**src/rtl/seq_shift_add_mult_pkg.sv**
```systemverilog
// -----------------------------------------------------------------------------
// seq_shift_add_mult_pkg
//   Shared definitions for the sequential shift-and-add multiplier and the ALU
//   decode that hands multiply operations to it.
//
//   mult_state_t : controller state encoding (IDLE, RUN, DONE)
//   count_width  : width of the iteration counter for a given operand width
// -----------------------------------------------------------------------------
package seq_shift_add_mult_pkg;

    typedef enum logic [1:0] {
        IDLE = 2'd0,
        RUN  = 2'd1,
        DONE = 2'd2
    } mult_state_t;

    // The counter runs 0 .. n-1, so clog2(n) bits suffice; never narrower
    // than one bit so the smallest legal operand width still has a counter.
    function automatic int count_width(input int n);
        int w;
        w = $clog2(n);
        return (w < 1) ? 1 : w;
    endfunction

endpackage

```
**src/rtl/N_Bit_ADD.sv**
```systemverilog
// -----------------------------------------------------------------------------
// N_Bit_ADD
//   Ripple-carry adder, N bits wide.  The carry out of the top bit is not
//   exported: callers that need the carry widen the adder by one bit and
//   zero-extend the operands, so the sum MSB carries it.
//
//   a, b : addends (N bits)
//   cin  : carry into bit 0
//   sum  : N-bit sum
// -----------------------------------------------------------------------------
module N_Bit_ADD #(
    parameter int N = 8
) (
    input  logic [N-1:0] a,
    input  logic [N-1:0] b,
    input  logic         cin,
    output logic [N-1:0] sum
);

    logic [N-1:0] carry;

    assign carry[0] = cin;

    genvar i;
    generate
        for (i = 0; i < N; i++) begin : g_bit
            assign sum[i] = a[i] ^ b[i] ^ carry[i];
            if (i < N - 1) begin : g_carry
                assign carry[i+1] = (a[i] & b[i]) | (carry[i] & (a[i] ^ b[i]));
            end
        end
    endgenerate

endmodule

```
**src/rtl/seq_shift_add_mult.sv**
```systemverilog
// -----------------------------------------------------------------------------
// seq_shift_add_mult
//   Unsigned multi-cycle shift-and-add multiplier.  Operands are captured on a
//   start strobe; one partial product is accumulated per cycle for Nsize
//   cycles, after which the 2*Nsize-bit product is registered and done pulses.
//
//   clk     : clock, rising edge
//   rst_n   : asynchronous active-low reset
//   start   : request, honoured only in IDLE or DONE
//   a       : multiplicand (Nsize bits, unsigned)
//   b       : multiplier   (Nsize bits, unsigned)
//   busy    : high while iterating
//   done    : one-cycle pulse when product is updated
//   product : last completed product (2*Nsize bits)
// -----------------------------------------------------------------------------
module seq_shift_add_mult
    import seq_shift_add_mult_pkg::*;
#(
    parameter int Nsize = 32
) (
    input  logic               clk,
    input  logic               rst_n,
    input  logic               start,
    input  logic [Nsize-1:0]   a,
    input  logic [Nsize-1:0]   b,
    output logic               busy,
    output logic               done,
    output logic [2*Nsize-1:0] product
);

    localparam int            CW         = count_width(Nsize);
    localparam logic [CW-1:0] LAST_COUNT = CW'(Nsize - 1);

    mult_state_t        state_q;
    mult_state_t        state_d;
    logic               accept;
    logic               last_iter;

    logic [Nsize-1:0]   mcand_q;
    logic [Nsize-1:0]   acc_hi_q;
    logic [Nsize-1:0]   acc_lo_q;
    logic [CW-1:0]      count_q;
    logic               busy_q;
    logic               done_q;
    logic [2*Nsize-1:0] product_q;

    logic [Nsize-1:0]   addend;
    logic [Nsize:0]     sum;

    // The multiplier bit under test is always acc_lo[0]: b is shifted out of
    // the low half as product bits are shifted in from the top.
    assign addend = acc_lo_q[0] ? mcand_q : '0;

    // One bit wider than the operands so the carry lands in sum[Nsize].
    N_Bit_ADD #(
        .N   (Nsize + 1)
    ) u_add (
        .a   ({1'b0, acc_hi_q}),
        .b   ({1'b0, addend}),
        .cin (1'b0),
        .sum (sum)
    );

    always_ff @(posedge clk or negedge rst_n) begin
        if (!rst_n) begin
            state_q <= IDLE;
        end else begin
            state_q <= state_d;
        end
    end

    always_comb begin
        state_d   = state_q;
        accept    = 1'b0;
        last_iter = 1'b0;
        case (state_q)
            IDLE: begin
                if (start) begin
                    accept  = 1'b1;
                    state_d = RUN;
                end
            end
            RUN: begin
                if (count_q == LAST_COUNT) begin
                    last_iter = 1'b1;
                    state_d   = DONE;
                end
            end
            DONE: begin
                if (start) begin
                    accept  = 1'b1;
                    state_d = RUN;
                end else begin
                    state_d = IDLE;
                end
            end
            default: state_d = IDLE;
        endcase
    end

    // Status flags are registered copies of the next state so busy/done have
    // no combinational path from start.
    always_ff @(posedge clk or negedge rst_n) begin
        if (!rst_n) begin
            busy_q <= 1'b0;
            done_q <= 1'b0;
        end else begin
            busy_q <= (state_d == RUN);
            done_q <= (state_d == DONE);
        end
    end

    always_ff @(posedge clk or negedge rst_n) begin
        if (!rst_n) begin
            mcand_q   <= '0;
            acc_hi_q  <= '0;
            acc_lo_q  <= '0;
            count_q   <= '0;
            product_q <= '0;
        end else if (accept) begin
            mcand_q  <= a;
            acc_hi_q <= '0;
            acc_lo_q <= b;
            count_q  <= '0;
        end else if (state_q == RUN) begin
            // {carry, sum, acc_lo} shifted right by one: the adder carry
            // becomes the accumulator MSB and the consumed multiplier bit
            // drops off the bottom.
            acc_hi_q <= sum[Nsize:1];
            acc_lo_q <= {sum[0], acc_lo_q[Nsize-1:1]};
            if (last_iter) begin
                product_q <= {sum, acc_lo_q[Nsize-1:1]};
            end else begin
                count_q <= count_q + CW'(1);
            end
        end
    end

    assign busy    = busy_q;
    assign done    = done_q;
    assign product = product_q;

endmodule
```
**config.mk**
```make
export PLATFORM = sky130hd
export DESIGN_NAME = seq_shift_add_mult
export DESIGN_NICKNAME = d
export VERILOG_FILES = /design/src/rtl/seq_shift_add_mult_pkg.sv /design/src/rtl/N_Bit_ADD.sv /design/src/rtl/seq_shift_add_mult.sv
export SDC_FILE = /design/constraint.sdc
export NUM_CORES = 1
export LEC_CHECK = 0
export BUFFER_PORTS_ARGS = -buffer_cell sky130_fd_sc_hd__buf_2
export CAP_MARGIN = 20
export CORE_MARGIN = 2
export CORE_UTILIZATION = 50
export DETAILED_ROUTE_END_ITERATION = 8
export HOLD_SLACK_MARGIN = 0.03
export PLACE_DENSITY = 0.86
export REMOVE_ABC_BUFFERS = 1
export SLEW_MARGIN = 10
export SYNTH_ARGS = -nofsm -noshare
export SYNTH_HDL_FRONTEND = slang
export SYNTH_SLANG_ARGS = --single-unit
export TNS_END_PERCENT = 5
```
**constraint.sdc**
```tcl
create_clock -name clk -period 13.8 [get_ports clk]
set_input_delay 0.69 -clock clk [delete_from_list [all_inputs] [get_ports clk]]
set_output_delay 0.69 -clock clk [all_outputs]
set_load 0.01 [all_outputs]
```
==> results of run 1 <==
==> repair_timing <==
item,in CTS,in global routing
pin swaps,0,0
resized for setup,8,6
endpoints found under the setup margin,4,4
setup buffers,0,0
==> report_power, final <==
part	switching (mW)	leakage [nW]	internal (mW)	total, mW
clock	0.185	0.274	0.272	0.457
sequential	0.140	2.00	0.744	0.884
combinational	0.469	1.84	0.358	0.827
==> layout make-up <==
type                       instances  area, µm²
inverter                          37        139
tap                              184        230
clock inverter                     9        100
sequential                       169       4230
clock buffer                      21        460
fill                            1194       5750
multi-input combinational        436       2820
timing repair buffer             140        747
==> worst max path at each step <==
| stage | to | cells past startpoint | slack (ps) | start |
|---|---|---|---|---|
| final | product[62] | 35 | 450 | mcand_q[0] |
| after global routing | product[62] | 35 | 20 | mcand_q[0] |
| after CTS | product[62] | 35 | 50 | mcand_q[0] |
| after detailed placement | product[62] | 35 | -320 | mcand_q[0] |
| after global placement | product[62] | 35 | -80 | mcand_q[0] |
| after floorplan | product[62] | 35 | -380 | acc_lo_q[0] |
==> metrics by stage <==
stage	setup TNS (ps)	cell area [µm²]	power, mW	setup WS (ps)
after floorplan	-1210	7130	1.40	-379
after global placement	-122	8100	1.65	-80.6
after detailed placement	-1010	8100	1.71	-315
after CTS	0	8680	2.18	47.7
after global routing	0	8720	2.35	20.5
final	0	8720	2.17	453
==> logic make-up (layout without fill, tap and decap cells) <==
family                   Yosys count  count (layout)
AND/OR/NAND/NOR                  267             267
flip-flops                       169             169
AO/OA/AOI/OAI                    103             103
buffers and inverters             81             207
adder cells (fa/ha/maj)           34              34
multiplexers                      32              32
==> flip-flops by register name, indices dropped and copies added (netlist names) <==
register	cells
mcand_q	32
acc_lo_q	32
count_q	5
state_q	2
product	64
busy	1
acc_hi_q	32
done	1
==> metal layers <==
| metal | wire length, µm | track usage | up-vias |
|---|---|---|---|
| met2 | 7430 | 0.335 | 120 |
| li1 | - | - | 2460 |
| met5 | 27 | 0 | - |
| met1 | 6830 | 0.274 | 2495 |
| met3 | 665 | 0.0582 | 18 |
| met4 | 159 | 0.0542 | 4 |
==> synth_stat cells (all sizes together) <==
master,instances
nor2,30
nor2b,1
and3,1
dfrtp,169
o31ai,2
nand3b,1
a22oi,3
or3b,1
nand2b,1
o211ai,2
clkbuf,13
nand2,222
mux2,32
or2b,1
nand3,7
buf,31
a31oi,29
o2bb2ai,32
and2b,1
and2,1
o21ai,35
inv,37
fa,31
ha,3
==> critical path: cells and delay by family, from the launching register on <==
kind                     cells  cell delay (ps)
AND/OR/NAND/NOR              1              120
buffers and inverters        1               40
AO/OA/AOI/OAI                1               90
flip-flops                   1              340
adder cells (fa/ha/maj)     32            12610
==> cells in the final DEF, fill, tap and decap left out, types with 7 or more instances in the layout <==
cell	netlist	routed
a31oi_1	29	29
fa_1	31	17
nor2_1	29	29
nand3_1	7	7
clkbuf_16	0	17
nand2_1	222	222
o21ai_0	35	35
dfrtp_1	169	169
buf_2	25	131
mux2_2	32	32
buf_4	0	7
o2bb2ai_1	32	32
inv_1	37	37
fa_2	0	14
==> results_dict.tcl, run 1 <==
set metrics [dict create \
    cts_made_buffers 17 \
    synth_top_family_by_area "simple AND/OR/NAND/NOR gates" \
    ant_nets 0 \
    slowest_delay_ps 540 \
    clock_latency_ps 430 \
    num_vias 5097 \
    critPathArrivalTime_ps 13620 \
    ys_types 28 \
    crit_fanout 2 \
    cts.sinks 169 \
    dieArea_mm2 0.0157 \
    diodes 0 \
    yosys_warnings 0 \
    synthMuxAreaShare 0.0490 \
    worst_setup_path_end_kind "flop" \
    cts_tree "built" \
    clock_path_buffers 2 \
    htree_num_levels 4 \
    synth_simple_gate_area_frac 0.143 \
    r2r_start "mcand_q[0]" \
    status "finished clean" \
    hold_slack_ps 338 \
    finalNonFillerCells 996 \
    drive_gt1_frac 0.272 \
    setup_viol 0 \
    fin_skew_ps 6.85 \
    path_class "reg -> reg" \
    clk_pin_slew_ps 60 \
    netlist_instances 686 \
    core.rowCount 44 \
    drc 0 \
    wl_per_cell_um 15.2 \
    clock.fmax_mhz 74.9 \
    grt_pass1_wl_mm 25.6 \
    start_kind "flop" \
    final_nets 902 \
    final_util 0.603 \
    slew_viol_final 0 \
    leakagePower_nw 4.12 \
    synth_top_area_frac 0.575 \
    post-route-period-util 0.967 \
    coreArea_mm2 0.0145 \
    relSlewSlack 0.370 \
    io_buffers 132 \
    place_inst 965 \
    cp_slowest_cell "fa_1" \
    ys_seq_area_frac 0.575 \
    hold_buffers 0 \
    layout_min_cycle_time_ps 13350 \
    hp-class "in -> async" \
    p_per_area_mw_per_mm2 249 \
    final_hold_viol_count 0 \
    r2r-end "product[62]" \
    area_growth_pct 18.6 \
    worstRegToRegCells 35 \
    die_h_um 125 \
    initial_utilization 0.508 \
    syn_area_mm2 0.00736 \
    yosys.area_share.xor_xnor 0 \
    first_global_vias 5177 \
    place_congestion 0.778 \
    syn_area_per_cell_um2 10.7 \
    overflow 0 \
    synth_adder_area_share 0.0894 \
    ys_seq_elements 169 \
    reg2reg_slack_ps 450 \
    drt_iter0_markers 203 \
    synth_compound_area_frac 0.0944 \
    die_x_um 125 \
    dr.pass1.iters 5 \
    ir_drop_v 0.000104 \
    ioPinCount 133 \
    wl_mm 15.1 \
    worst-slew-pin-transition_ps 945 \
    rsz0062_at_grt "no" \
    drv_cap 0 \
    dp.final_hpwl_mm 9.76 \
    grt_max_degree 105 \
    netlist_top_cells_area "dfrtp_1, nand2_1, fa_1" \
    viasPerCell 5.12 \
    cts-root-buf "clkbuf_16" \
    antenna_found_initial 2 \
    synth_top_area_cell "dfrtp_1" \
    cp_data_required_time_ps 14080 \
    track_usage 0.205 \
    crit_top_cell "fa_1" \
]
No activity file was read; power rests on OpenSTA's default activity.
==> inputs of run 2 (changes only) <==
BUFFER_PORTS_ARGS = not set   (was -buffer_cell sky130_fd_sc_hd__buf_2)
CORE_UTILIZATION = 57   (was 50)
DONT_BUFFER_PORTS = 1   (was not set)
PLACE_DENSITY = 0.85   (was 0.86)
==> run 2 against run 1 <==
  * Clock-buffer cell count is 4 higher
  * Sequential power up 8.0%
  * Hold slack got worse by 76 ps
  * Critical path depth is the same
  * Maximum frequency up 0.17%
==> results_dict.tcl, run 2 (synthesized netlist as in run 1, its figures left out) <==
set metrics [dict create \
    status "finished clean" \
    finalNonFillerCells 853 \
    layout_common_cells "nand2_1, dfrtp_1, inv_1" \
    antenna_found_initial 0 \
    die_h_um 118 \
    setup_ws_ps 475 \
    critPathArrivalTime_ps 13600 \
    first_global_vias 4974 \
    slowest_delay_ps 530 \
    cts_made_buffers 17 \
    clock_path_buffers 2 \
    layout_min_cycle_time_ps 13320 \
    clock.fmax_mhz 75.0 \
    drive_gt1_frac 0.132 \
    clk_pin_slew_ps 60 \
    worst_setup_path_end_kind "flop" \
    cts.sinks 169 \
    drv_cap 0 \
    multi_input_area_mm2 0.00282 \
    track_usage 0.232 \
    p_int_mw 1.35 \
    ir_drop_v 0.000107 \
    slew_viol_final 0 \
    cts_tree "built" \
    viasPerCell 5.62 \
    drt_iter0_markers 317 \
    clkPwrFrac 0.231 \
    initial_utilization 0.583 \
    p_per_area_mw_per_mm2 264 \
    final_area_mm2 0.00813 \
    worst-slew-pin-transition_ps 819 \
    grt_pass1_wl_mm 25.4 \
    layout_commonest_cell "nand2_1" \
    largest_reg_flops 64 \
    final_util 0.644 \
    leakagePower_nw 3.64 \
    fin_skew_ps 6.81 \
    swShare 0.369 \
    ant_nets 0 \
    hp-class "in -> async" \
    post-route-period-util 0.966 \
    cp_slowest_cell "fa_1" \
    place_congestion 0.762 \
    dp.final_hpwl_mm 9.59 \
    ff_latch_area_mm2 0.00423 \
    drc 0 \
    io_buffers 0 \
    rsz0062_at_grt "no" \
    seq_power_share 0.445 \
    dpl_worst_slack_ps -308 \
    tns_ps 0 \
    coreArea_mm2 0.0126 \
    relSlewSlack 0.453 \
    power.switching_mw 0.792 \
    dr.pass1.iters 4 \
    pwr-share-comb 0.324 \
    wl_per_cell_um 17.7 \
    wl_mm 15.1 \
    ioPinCount 133 \
    cp_data_required_time_ps 14080 \
    htree_num_levels 4 \
    crit_fanout 2 \
    clock_latency_ps 420 \
    overflow 0 \
    final_hold_viol_count 0 \
    core.rowCount 41 \
    post_cts_buffers 0 \
    num_vias 4796 \
    cts-root-buf "clkbuf_16" \
    place_inst 820 \
    area_growth_pct 10.5 \
    path_class "reg -> reg" \
    start_kind "flop" \
    crit_top_cell "fa_1" \
    die_x_um 118 \
    dieArea_mm2 0.0138 \
    diodes 0 \
    placed_area_mm2 0.00742 \
    setup_viol 0 \
    nFillCells 999 \
    grt_max_degree 170 \
    final_nets 770 \
]
run 2: metal layers:
metal / global-route usage / vias to the layer above / wire [µm]
li1: - / 2207 / -
met1: 0.297 / 2413 / 6420
met2: 0.379 / 143 / 7560
met3: 0.0586 / 33 / 815
met4: 0.0956 / 0 / 342
met5: 0 / - / 0
run 2: power by group through the flow:
stage | sequential, mW | combinational, mW | clock, mW
global route | 0.982 | 0.799 | 0.526
global placement | 0.944 | 0.616 | 0
finish | 0.955 | 0.695 | 0.495
detailed placement | 0.960 | 0.669 | 0
floorplan | 0.910 | 0.490 | 0
CTS | 0.955 | 0.698 | 0.505
run 2: through the flow:
step           hold slack [ps]  total power, mW
2_1_floorplan              394             1.40
3_3_place_gp               398             1.56
3_5_place_dp               398             1.63
4_1_cts                    328             2.16
5_1_grt                    351             2.31
6_report                   262             2.14
run 2: path summary, 6_finish.rpt:
path                          endpoint  slack, ps  cells after the start        from
setup / recovery           product[62]        480                     35  mcand_q[0]
max in group asynchronous   count_q[1]      12900                      1       rst_n
min in group clk           mcand_q[12]        370                      2       a[12]
hold reg to reg             mcand_q[0]        470                      2  mcand_q[0]
hold / removal                    done        260                      1       rst_n
setup reg to reg           product[62]        480                     35  mcand_q[0]
run 2: worst max-delay path: cells and delay by family (launching register included):
kind                     cells  cell delay, ps
AND/OR/NAND/NOR              1             130
flip-flops                   1             330
buffers and inverters        1              50
adder cells (fa/ha/maj)     32           12560
AO/OA/AOI/OAI                1             100
run 2: cell type report:
type,count,share of cell area
Inverter,37,0.0171
Multi-Input combinational cell,436,0.347
Tap cell,172,0.0265
Timing Repair Buffer,8,0.0129
Sequential cell,169,0.520
Clock buffer,25,0.0634
Clock inverter,6,0.0135
run 2: what timing repair did:
item | in CTS | in global routing
setup endpoints to repair | 4 | 4
hold buffers | 1 | 0
hold endpoints to repair | 169 | 0
gates resized for setup | 7 | 7
pin swaps | 0 | 1
==> inputs of run 3 (changes only) <==
CORE_ASPECT_RATIO = 0.8   (was not set)
CORE_UTILIZATION = 35   (was 57)
PLACE_DENSITY = 0.61   (was 0.85)
==> run 3 against run 2 <==
  * Maximum frequency grew 0.62%
  * Sequential power shrank 0.6%
  * Core utilization shrank 25 points
  * Largest cell class unchanged
==> results_dict.tcl, run 3 (synthesized netlist as in run 1, its figures left out) <==
set metrics [dict create \
    wl_mm 15.9 \
    endpoint "product[62]" \
    drive_gt1_frac 0.138 \
    overflow 0 \
    path_class "reg -> reg" \
    cp_num_buf_inv 1 \
    clock.fmax_mhz 75.5 \
    num_vias 4632 \
    final_hold_viol_count 0 \
    dr.pass1.iters 4 \
    leakagePower_nw 3.64 \
    critPathArrivalTime_ps 13530 \
    r2r_start "mcand_q[0]" \
    p_per_area_mw_per_mm2 260 \
    core.rowCount 47 \
    dieArea_mm2 0.0222 \
    diodes 0 \
    seq_power_share 0.444 \
    ir_drop_v 0.0000874 \
    die_x_um 166 \
    drt_iter0_markers 252 \
    clkPwrFrac 0.241 \
    coreArea_mm2 0.0206 \
    relSlewSlack 0.384 \
    dp.final_hpwl_mm 10.1 \
    setup_viol 0 \
    dpl_worst_slack_ps -329 \
    final_nets 769 \
    final_area_mm2 0.00824 \
    setup_ws_ps 558 \
    reg2reg_slack_ps 560 \
    drv_cap 0 \
    ant_nets 0 \
    cts.sinks 169 \
    layout_common_cells "nand2_1, dfrtp_1, inv_1" \
    place_congestion 0.707 \
    grt_pass1_wl_mm 26.8 \
    layout_min_cycle_time_ps 13240 \
    die_h_um 134 \
    placed_area_mm2 0.00754 \
    cp_num_cells 35 \
    viasPerCell 4.88 \
    final_util 0.399 \
    crit_fanout 2 \
    antenna_found_initial 0 \
    grt_max_degree 170 \
    first_global_vias 4867 \
    clk_pin_slew_ps 70 \
    post_cts_buffers 0 \
    clock_path_buffers 2 \
    path_delay_family "adder cells" \
    hp-class "in -> async" \
    largest_reg_flops 64 \
    status "finished clean" \
    wl_per_cell_um 16.7 \
    post-route-period-util 0.960 \
    worstRegToRegCells 35 \
    cts-root-buf "clkbuf_16" \
    cts_tree "built" \
    slew_viol_final 0 \
    nFillCells 2023 \
    power.switching_mw 0.794 \
    cp_slowest_cell "fa_1" \
    cts_made_buffers 17 \
    initial_utilization 0.356 \
    io_buffers 0 \
    worst-slew-pin-transition_ps 922 \
    startpoint "mcand_q[0]" \
    track_usage 0.155 \
    drc 0 \
    rsz0062_at_grt "no" \
    layout_commonest_cell "nand2_1" \
    p_int_mw 1.34 \
    area_growth_pct 12.0 \
    crit_top_cell "fa_1" \
    pwr-share-comb 0.316 \
    swShare 0.371 \
    fin_skew_ps 4.40 \
    htree_num_levels 4 \
    clock_latency_ps 420 \
    slowest_delay_ps 540 \
    ioPinCount 133 \
    hold_slack_ps 262 \
    cp_data_required_time_ps 14090 \
    worst_setup_path_end_kind "flop" \
    r2r-end "product[62]" \
    start_kind "flop" \
]
-- run 3: changes by cell type in the layout (fill, tap and decap cells not counted), sizes merged --
cell      change
buf           -1
clkinv        +4
inv           +2
clkbuf        -7
bufinv        +1
clkinvlp      +1
-- run 3: routing by layer --
metal	share of wire	track usage
met1	0.48	0.217
met4	0.013	0.0435
met2	0.44	0.225
met3	0.067	0.0591
met5	0	0
-- run 3: power by group through the flow --
stage / sequential, mW / clock (mW) / combinational [mW]
floorplan: 0.910 / 0 / 0.490
global placement: 0.957 / 0 / 0.643
detailed placement: 0.960 / 0 / 0.667
CTS: 0.954 / 0.531 / 0.691
global route: 0.987 / 0.549 / 0.801
finish: 0.949 / 0.515 / 0.675
-- run 3: layout make-up --
type / count / area [µm²] / area share
Inverter: 37 / 139 / 0.0169
Sequential cell: 169 / 4230 / 0.513
Timing Repair Buffer: 7 / 72.6 / 0.00881
Clock buffer: 18 / 439 / 0.0533
Multi-Input combinational cell: 436 / 2830 / 0.343
Tap cell: 269 / 337 / 0.0408
Clock inverter: 14 / 196 / 0.0238
-- run 3: worst reg2reg max path, delay by kind of cell, from the launching register on --
family,cells,cell delay [ps]
adders and majority gates,32,12500
buffers and inverters,1,50
AOI/OAI and AO/OA,1,90
and+or+nand+nor,1,130
DFF,1,340
-- run 3: stage by stage --
step	instances	total power [mW]	TNS (ps)
3_3_place_gp	917	1.60	-243
3_5_place_dp	917	1.63	-1030
2_1_floorplan	642	1.40	-1210
5_1_grt	950	2.34	0
6_report	950	2.14	0
4_1_cts	950	2.18	0
-- run 3: repair_timing --
item / 4_1_cts / 5_1_grt
resized for setup: 7 / 9
pin swaps: 0 / 0
endpoints found under the setup margin: 4 / 4
hold buffers: 1 / 0
hold endpoints to repair: 169 / 0
-- run 3: how the worst min path moves through the flow --
stage,end,startpoint,slack (ps)
final,product[6],rst_n,260
after global routing,mcand_q[9],a[9],340
after CTS,product[7],rst_n,350
after detailed placement,product[7],rst_n,400
after global placement,product[6],rst_n,400
after floorplan,acc_hi_q[0],rst_n,390
